### src/rtl/seven_segment_pkg.sv
// rtl/seven_segment_pkg.sv - glyph codes, segment code type and capture FSM states
package seven_segment_pkg;

  typedef logic [6:0] seg_code_t;

  // Segment codes in a..g order, a at bit 6
  localparam seg_code_t GLYPH_0 = 7'h7E;
  localparam seg_code_t GLYPH_1 = 7'h30;
  localparam seg_code_t GLYPH_2 = 7'h6D;
  localparam seg_code_t GLYPH_3 = 7'h79;
  localparam seg_code_t GLYPH_4 = 7'h33;
  localparam seg_code_t GLYPH_5 = 7'h5B;
  localparam seg_code_t GLYPH_6 = 7'h5F;
  localparam seg_code_t GLYPH_7 = 7'h70;
  localparam seg_code_t GLYPH_8 = 7'h7F;
  localparam seg_code_t GLYPH_9 = 7'h7B;
  localparam seg_code_t GLYPH_A = 7'h77;
  localparam seg_code_t GLYPH_B = 7'h1F;
  localparam seg_code_t GLYPH_C = 7'h4E;
  localparam seg_code_t GLYPH_D = 7'h3D;
  localparam seg_code_t GLYPH_E = 7'h4F;
  localparam seg_code_t GLYPH_F = 7'h47;

  typedef enum logic [1:0] {
    ST_ACQUIRE = 2'd0,
    ST_PUBLISH = 2'd1,
    ST_FLUSH   = 2'd2
  } capture_state_t;

  function automatic seg_code_t glyph_code(input logic [3:0] nibble);
    case (nibble)
      4'h0: return GLYPH_0;
      4'h1: return GLYPH_1;
      4'h2: return GLYPH_2;
      4'h3: return GLYPH_3;
      4'h4: return GLYPH_4;
      4'h5: return GLYPH_5;
      4'h6: return GLYPH_6;
      4'h7: return GLYPH_7;
      4'h8: return GLYPH_8;
      4'h9: return GLYPH_9;
      4'hA: return GLYPH_A;
      4'hB: return GLYPH_B;
      4'hC: return GLYPH_C;
      4'hD: return GLYPH_D;
      4'hE: return GLYPH_E;
      default: return GLYPH_F;
    endcase
  endfunction

endpackage

### src/rtl/seven_segment_glyph_decode.sv
// rtl/seven_segment_glyph_decode.sv - combinational a..g pattern to hex nibble decoder
module seven_segment_glyph_decode
  import seven_segment_pkg::*;
(
  input  seg_code_t  seg,
  output logic       known,
  output logic [3:0] nibble
);

  // Unrecognised patterns, blank included, decode as nibble 0 with known low
  always_comb begin
    known  = 1'b0;
    nibble = 4'h0;
    for (int i = 0; i < 16; i++) begin
      if (seg == glyph_code(4'(i))) begin
        known  = 1'b1;
        nibble = 4'(i);
      end
    end
  end

endmodule

### src/rtl/seven_segment_capture.sv
// rtl/seven_segment_capture.sv - captures a multiplexed seven-segment scan back into number/dots frames
module seven_segment_capture
  import seven_segment_pkg::*;
#(
  parameter int w_digit       = 8,
  parameter int stable_cycles = 16,
  parameter int invert_seg    = 0,
  parameter int invert_digit  = 0
) (
  input  logic                 clk,
  input  logic                 rst_n,
  input  logic [7:0]           abcdefgh,
  input  logic [w_digit-1:0]   digit,
  output logic [w_digit*4-1:0] number,
  output logic [w_digit-1:0]   dots,
  output logic [w_digit-1:0]   known,
  output logic                 frame_valid,
  output logic                 error
);

  localparam int CNT_W   = $clog2(stable_cycles + 1);
  localparam int TIMEOUT = w_digit * stable_cycles * 64;
  localparam int TMR_W   = $clog2(TIMEOUT + 1);
  localparam logic [CNT_W-1:0] ACCEPT_CNT = CNT_W'(stable_cycles - 1);
  localparam logic [CNT_W-1:0] SAT_CNT    = CNT_W'(stable_cycles);
  localparam logic [TMR_W-1:0] TMR_END    = TMR_W'(TIMEOUT);

  logic [7:0]           seg_s1_q, seg_s2_q, seg_cur, seg_prev_q, seg_prev_d;
  logic [w_digit-1:0]   dig_s1_q, dig_s2_q, dig_cur, dig_prev_q, dig_prev_d;
  logic [CNT_W-1:0]     stab_cnt_q, stab_cnt_d;
  logic [TMR_W-1:0]     frame_timer_q, frame_timer_d;
  capture_state_t       state_q, state_d;
  logic [w_digit-1:0]   seen_mask_q, seen_mask_d;
  logic [w_digit*4-1:0] shadow_num_q, shadow_num_d, number_q, number_d;
  logic [w_digit-1:0]   shadow_dot_q, shadow_dot_d, dots_q, dots_d;
  logic [w_digit-1:0]   shadow_known_q, shadow_known_d, known_q, known_d;
  logic                 frame_valid_q, frame_valid_d, error_q, error_d;
  logic                 accept, timeout, glyph_known;
  logic [3:0]           glyph_nibble;

  // Polarity is normalised after the synchronizer so the flops see raw pins
  assign seg_cur = (invert_seg != 0) ? ~seg_s2_q : seg_s2_q;
  assign dig_cur = (invert_digit != 0) ? ~dig_s2_q : dig_s2_q;

  always_comb begin
    seg_prev_d = seg_cur;
    dig_prev_d = dig_cur;
    if ({seg_cur, dig_cur} != {seg_prev_q, dig_prev_q}) begin
      stab_cnt_d = '0;
    end else if (stab_cnt_q != SAT_CNT) begin
      stab_cnt_d = stab_cnt_q + CNT_W'(1);
    end else begin
      stab_cnt_d = stab_cnt_q;
    end
  end

  // The counter passes ACCEPT_CNT once per dwell, so a dwell gives one accept
  assign accept  = (stab_cnt_q == ACCEPT_CNT) && $onehot(dig_prev_q);
  assign timeout = (frame_timer_q == TMR_END);

  seven_segment_glyph_decode u_decode (
    .seg    (seg_prev_q[7:1]),
    .known  (glyph_known),
    .nibble (glyph_nibble)
  );

  always_comb begin
    shadow_num_d   = shadow_num_q;
    shadow_dot_d   = shadow_dot_q;
    shadow_known_d = shadow_known_q;
    seen_mask_d    = seen_mask_q;
    number_d       = number_q;
    dots_d         = dots_q;
    known_d        = known_q;
    frame_valid_d  = 1'b0;
    error_d        = 1'b0;
    frame_timer_d  = frame_timer_q + TMR_W'(1);
    state_d        = ST_ACQUIRE;

    if (accept) begin
      for (int i = 0; i < w_digit; i++) begin
        if (dig_prev_q[i]) begin
          shadow_num_d[4*i +: 4] = glyph_nibble;
          shadow_dot_d[i]        = seg_prev_q[0];
          shadow_known_d[i]      = glyph_known;
        end
      end
      seen_mask_d = seen_mask_q | dig_prev_q;
      error_d     = !glyph_known;
    end

    // Outputs are loaded on entry to PUBLISH/FLUSH so the pulse lands one clock after the accept
    case (state_q)
      ST_ACQUIRE: begin
        if (&seen_mask_d) begin
          number_d      = shadow_num_d;
          dots_d        = shadow_dot_d;
          known_d       = shadow_known_d;
          frame_valid_d = 1'b1;
          seen_mask_d   = '0;
          frame_timer_d = '0;
          state_d       = ST_PUBLISH;
        end else if (timeout) begin
          shadow_num_d   = '0;
          shadow_dot_d   = '0;
          shadow_known_d = '0;
          seen_mask_d    = '0;
          error_d        = 1'b1;
          frame_timer_d  = '0;
          state_d        = ST_FLUSH;
        end
      end
      default: state_d = ST_ACQUIRE;
    endcase
  end

  always_ff @(posedge clk or negedge rst_n) begin
    if (!rst_n) begin
      seg_s1_q       <= '0;
      seg_s2_q       <= '0;
      dig_s1_q       <= '0;
      dig_s2_q       <= '0;
      seg_prev_q     <= '0;
      dig_prev_q     <= '0;
      stab_cnt_q     <= '0;
      frame_timer_q  <= '0;
      state_q        <= ST_ACQUIRE;
      seen_mask_q    <= '0;
      shadow_num_q   <= '0;
      shadow_dot_q   <= '0;
      shadow_known_q <= '0;
      number_q       <= '0;
      dots_q         <= '0;
      known_q        <= '0;
      frame_valid_q  <= 1'b0;
      error_q        <= 1'b0;
    end else begin
      seg_s1_q       <= abcdefgh;
      seg_s2_q       <= seg_s1_q;
      dig_s1_q       <= digit;
      dig_s2_q       <= dig_s1_q;
      seg_prev_q     <= seg_prev_d;
      dig_prev_q     <= dig_prev_d;
      stab_cnt_q     <= stab_cnt_d;
      frame_timer_q  <= frame_timer_d;
      state_q        <= state_d;
      seen_mask_q    <= seen_mask_d;
      shadow_num_q   <= shadow_num_d;
      shadow_dot_q   <= shadow_dot_d;
      shadow_known_q <= shadow_known_d;
      number_q       <= number_d;
      dots_q         <= dots_d;
      known_q        <= known_d;
      frame_valid_q  <= frame_valid_d;
      error_q        <= error_d;
    end
  end

  assign number      = number_q;
  assign dots        = dots_q;
  assign known       = known_q;
  assign frame_valid = frame_valid_q;
  assign error       = error_q;

endmodule
### config.mk
export PLATFORM = sky130hd
export DESIGN_NAME = seven_segment_capture
export DESIGN_NICKNAME = d
export VERILOG_FILES = /design/src/rtl/seven_segment_pkg.sv /design/src/rtl/seven_segment_glyph_decode.sv /design/src/rtl/seven_segment_capture.sv
export SDC_FILE = /design/constraint.sdc
export NUM_CORES = 1
export LEC_CHECK = 0
export ABC_AREA = 1
export CORE_UTILIZATION = 60
export DETAILED_ROUTE_END_ITERATION = 8
export HOLD_SLACK_MARGIN = 0.1
export MAX_ROUTING_LAYER = met4
export PLACE_DENSITY = 0.83
export SYNTH_ARGS = -nofsm -noshare
export SYNTH_HDL_FRONTEND = slang
export SYNTH_SLANG_ARGS = --single-unit
### constraint.sdc
create_clock -name clk -period 11.26 [get_ports clk]
set_input_delay 1.689 -clock clk [delete_from_list [all_inputs] [get_ports clk]]
set_output_delay 1.689 -clock clk [all_outputs]
set_load 0.02 [all_outputs]
==> reports/summary.json <==
{
  "critical_path": {
    "worstPathArrival_ps": 5400,
    "crit_path_top_delay_cell": "sky130_fd_sc_hd__fa_1",
    "critical_path.n_buffers_inverters": 3,
    "timing.critical_path.to_type": "flip-flop",
    "worst-path-max-fanout": 73,
    "timing.setup.critical_path_class": "reg2reg",
    "cpLargestDelayFamily": "adder cells",
    "path_common_cell": "sky130_fd_sc_hd__fa_1",
    "crit_cells": 17,
    "regToRegStartpoint": "dig_prev_q[0]",
    "critPathRequiredTime_ps": 11530,
    "setup.worst_path.start_class": "flip-flop",
    "cpPeakStageDelay_ps": 550,
    "rrSetupSlack_ps": 6130,
    "crit_chain": "fa_1 > inv_1 > fa_1 > fa_1 > inv_1 > ha_1 > fa_1 > inv_1 > nand3_1 > nor2_4 > nand3_1 > nand2_1 > nand2_1 > nor2_4 > nand3_4 > nand2_1 > o21ai_0",
    "r2r.worst_path.cells": 17,
    "worst_r2r_endpoint": "number[11]"
  },
  "final_layout": {
    "num-nets-final": 869,
    "num-fill-cells": 822,
    "multi_input_comb_area_um2": 2496,
    "sequential_standard_cell_area_um2": 4354,
    "synthesis_to_finish_area_growth_pct": 18.92,
    "ant_diodes": 0,
    "utilization": 0.7455,
    "final_design_area_no_fill_um2": 8658,
    "stdcell_count": 995,
    "drive_above_1_share": 0.07160
  },
  "worst_hold_path": {
    "min-delay-path-class": "reg2reg",
    "whs_endpoint": "dig_cur[4]",
    "min_delay_path_depth": 0,
    "hold_path.startpoint": "dig_s1_q[4]"
  },
  "grt": {
    "grt_pass1_vias": 5287,
    "wire_length_of_the_first_global_routing_pass_um": 25520,
    "initial_antenna_violation_count": 0,
    "global_route.usage.total": 0.2742,
    "grt_start_max_net_pins": 115,
    "grt_remaining_overflow": 0
  },
  "power": {
    "powerDensity_nw_per_um2": 150.9,
    "leakage_nw": 4.262,
    "totalPowerFinal_mw": 1.307,
    "maximum_vdd_drop_v": 0.0001580
  },
  "synth": {
    "synthesis.instances": 772,
    "synth_cell_types": 32,
    "combinational_family_with_the_most_area_after_synthesis": "simple AND/OR/NAND/NOR gates",
    "yosysSeqAreaShare": 0.5980,
    "netlist_area_um2": 7281,
    "post_synth_and_or_nand_nor_area_fraction": 0.2347,
    "syn_avg_cell_area_um2": 9.431,
    "syn_nets": 802,
    "synth.ff_latch_count": 174,
    "yosysWarnings": 0,
    "post_synth_fa_ha_maj_area_fraction": 0.02475,
    "fraction_of_synthesized_cell_area_in_xor_and_xnor_cells": 0.03128,
    "synth_compound_gate_area_share": 0.05207,
    "muxShareOfSynthArea": 0
  },
  "sta": {
    "grt_setup_unrepaired": "no",
    "setup_viol_count_final": 0,
    "fin_skew_ps": 8.757,
    "min_period_over_period": 0.4553,
    "max_clock_freq_mhz": 195.1,
    "report.final.slew_viol_count": 0,
    "time_the_worst_path_needs_with_i_o_delays_and_setup_ps": 5127,
    "fin_tns_setup_ps": 0,
    "maxSlewHeadroom": 0.2628,
    "setup_slack_ps": 6133,
    "finalHoldViolations": 0,
    "worst_pin_slew_ps": 1104,
    "whs_ps": 345.1
  },
  "place": {
    "dpl_cell_area_um2": 8024,
    "routabilityCongestion": 0.8113,
    "numPortBuffers": 67,
    "pre_cts_slack_ps": 6264,
    "place_hpwl_um": 10210,
    "dp.cells": 963
  },
  "run_status": {
    "outcome": "finished, violations left",
    "failed_checks": "DRC"
  },
  "clocking": {
    "clock_latency_on_the_worst_skew_pair_ps": 430,
    "cts_buffers": 17,
    "cts-root-buf": "sky130_fd_sc_hd__clkbuf_16",
    "cts_hold_buf": 0,
    "cts.path.max_buffers": 2,
    "postCtsResizedCells": 0,
    "clk_pin_slew_ps": 60,
    "post-cts-setup-buffer-count": 0,
    "clock-sinks": 174,
    "cts.htree.levels": 4,
    "cts_tree": "built"
  },
  "route": {
    "avgViaCountPerCell": 5.297,
    "detail_route.first_pass.iterations": 7,
    "remaining_drc_errors": 5,
    "wl_um": 15010,
    "first_iter_violations": 340,
    "num_vias": 5271,
    "routed_wire_length_per_instance_um": 15.08,
    "ant_nets": 0
  },
  "floorplan": {
    "core_um2": 11610,
    "design.portCount": 68,
    "start_util": 0.6269,
    "die_ar_um2": 12580,
    "die_w_um": 112.2,
    "chipHeight_um": 112.2,
    "placementRows": 39
  },
  "flow_run": {
    "cap_viol_max_count": 0
  }
}
==> synthesized netlist by cell type <==
cell | instances | area share
sky130_fd_sc_hd__xor2_1 | 8 | 0.0096
sky130_fd_sc_hd__nor2_4 | 14 | 0.022
sky130_fd_sc_hd__o21a_1 | 1 | 0.0010
sky130_fd_sc_hd__buf_2 | 5 | 0.0034
sky130_fd_sc_hd__nor2_1 | 54 | 0.028
sky130_fd_sc_hd__o211ai_1 | 1 | 0.0010
sky130_fd_sc_hd__buf_8 | 1 | 0.0021
sky130_fd_sc_hd__buf_4 | 1 | 0.0010
sky130_fd_sc_hd__nor3_1 | 17 | 0.012
sky130_fd_sc_hd__nand3_4 | 1 | 0.0024
sky130_fd_sc_hd__and2_1 | 1 | 0.00086
sky130_fd_sc_hd__ha_1 | 8 | 0.014
sky130_fd_sc_hd__nor4_1 | 2 | 0.0017
sky130_fd_sc_hd__o21ai_1 | 3 | 0.0021
sky130_fd_sc_hd__dfrtp_1 | 174 | 0.60
sky130_fd_sc_hd__inv_1 | 80 | 0.041
sky130_fd_sc_hd__o2111ai_1 | 1 | 0.0012
sky130_fd_sc_hd__clkbuf_1 | 11 | 0.0057
sky130_fd_sc_hd__o21ai_0 | 41 | 0.028
sky130_fd_sc_hd__nand4_1 | 18 | 0.015
sky130_fd_sc_hd__nand2_2 | 1 | 0.00086
sky130_fd_sc_hd__inv_2 | 1 | 0.00052
sky130_fd_sc_hd__nand2_1 | 231 | 0.12
sky130_fd_sc_hd__buf_6 | 3 | 0.0046
sky130_fd_sc_hd__xnor2_1 | 18 | 0.022
sky130_fd_sc_hd__nand3_1 | 32 | 0.022
sky130_fd_sc_hd__or2_2 | 10 | 0.0086
sky130_fd_sc_hd__nand2_4 | 1 | 0.0015
sky130_fd_sc_hd__nand3b_1 | 1 | 0.0010
sky130_fd_sc_hd__fa_1 | 4 | 0.011
sky130_fd_sc_hd__clkinv_1 | 1 | 0.00052
sky130_fd_sc_hd__a21oi_1 | 27 | 0.019
==> where the power goes <==
part,total [mW],internal [mW],leakage (nW),switching [mW]
registers,0.642,0.634,2.31,0.00761
logic,0.0470,0.0170,1.65,0.0299
clock network,0.618,0.388,0.310,0.230
total,1.31,1.04,4.26,0.268
==> flip-flops by register name, summed over array words and instances (netlist names) <==
name	count
dig_cur	8
dig_prev_q	8
dig_s1_q	8
dots	8
error	1
frame_timer_q	14
frame_valid	1
known	8
number	32
seen_mask_q	8
seg_cur	8
seg_prev_q	8
seg_s1_q	8
shadow_dot_q	8
shadow_known_q	8
shadow_num_q	32
stab_cnt_q	5
state_q	1
==> worst max-delay path by stage <==
stage / start / endpoint / slack [ps]
floorplan: dig_prev_q[0] / frame_timer_q[2] / 7230
global placement: dig_prev_q[0] / number[3] / 6420
detailed placement: dig_prev_q[0] / number[11] / 6260
CTS: dig_prev_q[0] / dots[4] / 6240
global route: dig_prev_q[0] / dots[4] / 5830
finish: dig_prev_q[0] / number[11] / 6130
==> kinds of logic after synthesis <==
group | count (synthesis)
AND/OR/NAND/NOR | 383
flip-flops | 174
buffers and inverters | 103
AO/OA/AOI/OAI | 74
XOR/XNOR | 26
adder cells (fa/ha/maj) | 12
==> cell type report <==
| class | instances | area share |
|---|---|---|
| sequential | 174 | 0.5029 |
| timing repair buffer | 69 | 0.07934 |
| tap | 143 | 0.02066 |
| clock buffer | 22 | 0.05477 |
| inverter | 82 | 0.03555 |
| multi-input combinational | 495 | 0.2883 |
| clock inverter | 10 | 0.01850 |
==> metal layers <==
layer	vias to the layer above	track usage	routed length [um]
met3	26	0.05724	765
li1	2568	-	-
met5	-	-	0
met2	171	0.4232	7276
met4	0	0.1138	342
met1	2506	0.3576	6624
==> cell usage in the layout, fill, tap and decap left out, types with 2 or more instances in the layout <==
cell / count
sky130_fd_sc_hd__clkinv_2: 3
sky130_fd_sc_hd__buf_4: 2
sky130_fd_sc_hd__xor2_1: 8
sky130_fd_sc_hd__nor2_1: 54
sky130_fd_sc_hd__a21oi_1: 27
sky130_fd_sc_hd__xnor2_1: 18
sky130_fd_sc_hd__bufinv_16: 4
sky130_fd_sc_hd__inv_1: 80
sky130_fd_sc_hd__nor3_1: 17
sky130_fd_sc_hd__nor4_1: 2
sky130_fd_sc_hd__nand3_1: 32
sky130_fd_sc_hd__clkbuf_16: 17
sky130_fd_sc_hd__clkinv_4: 2
sky130_fd_sc_hd__or2_2: 10
sky130_fd_sc_hd__nand4_1: 18
sky130_fd_sc_hd__clkdlybuf4s50_1: 66
sky130_fd_sc_hd__dfrtp_1: 174
sky130_fd_sc_hd__fa_1: 4
sky130_fd_sc_hd__o21ai_1: 3
sky130_fd_sc_hd__nand2_1: 231
sky130_fd_sc_hd__clkbuf_1: 2
sky130_fd_sc_hd__nor2_4: 14
sky130_fd_sc_hd__o21ai_0: 41
sky130_fd_sc_hd__clkbuf_8: 3
sky130_fd_sc_hd__ha_1: 8
(Power assumes the default switching activity.)
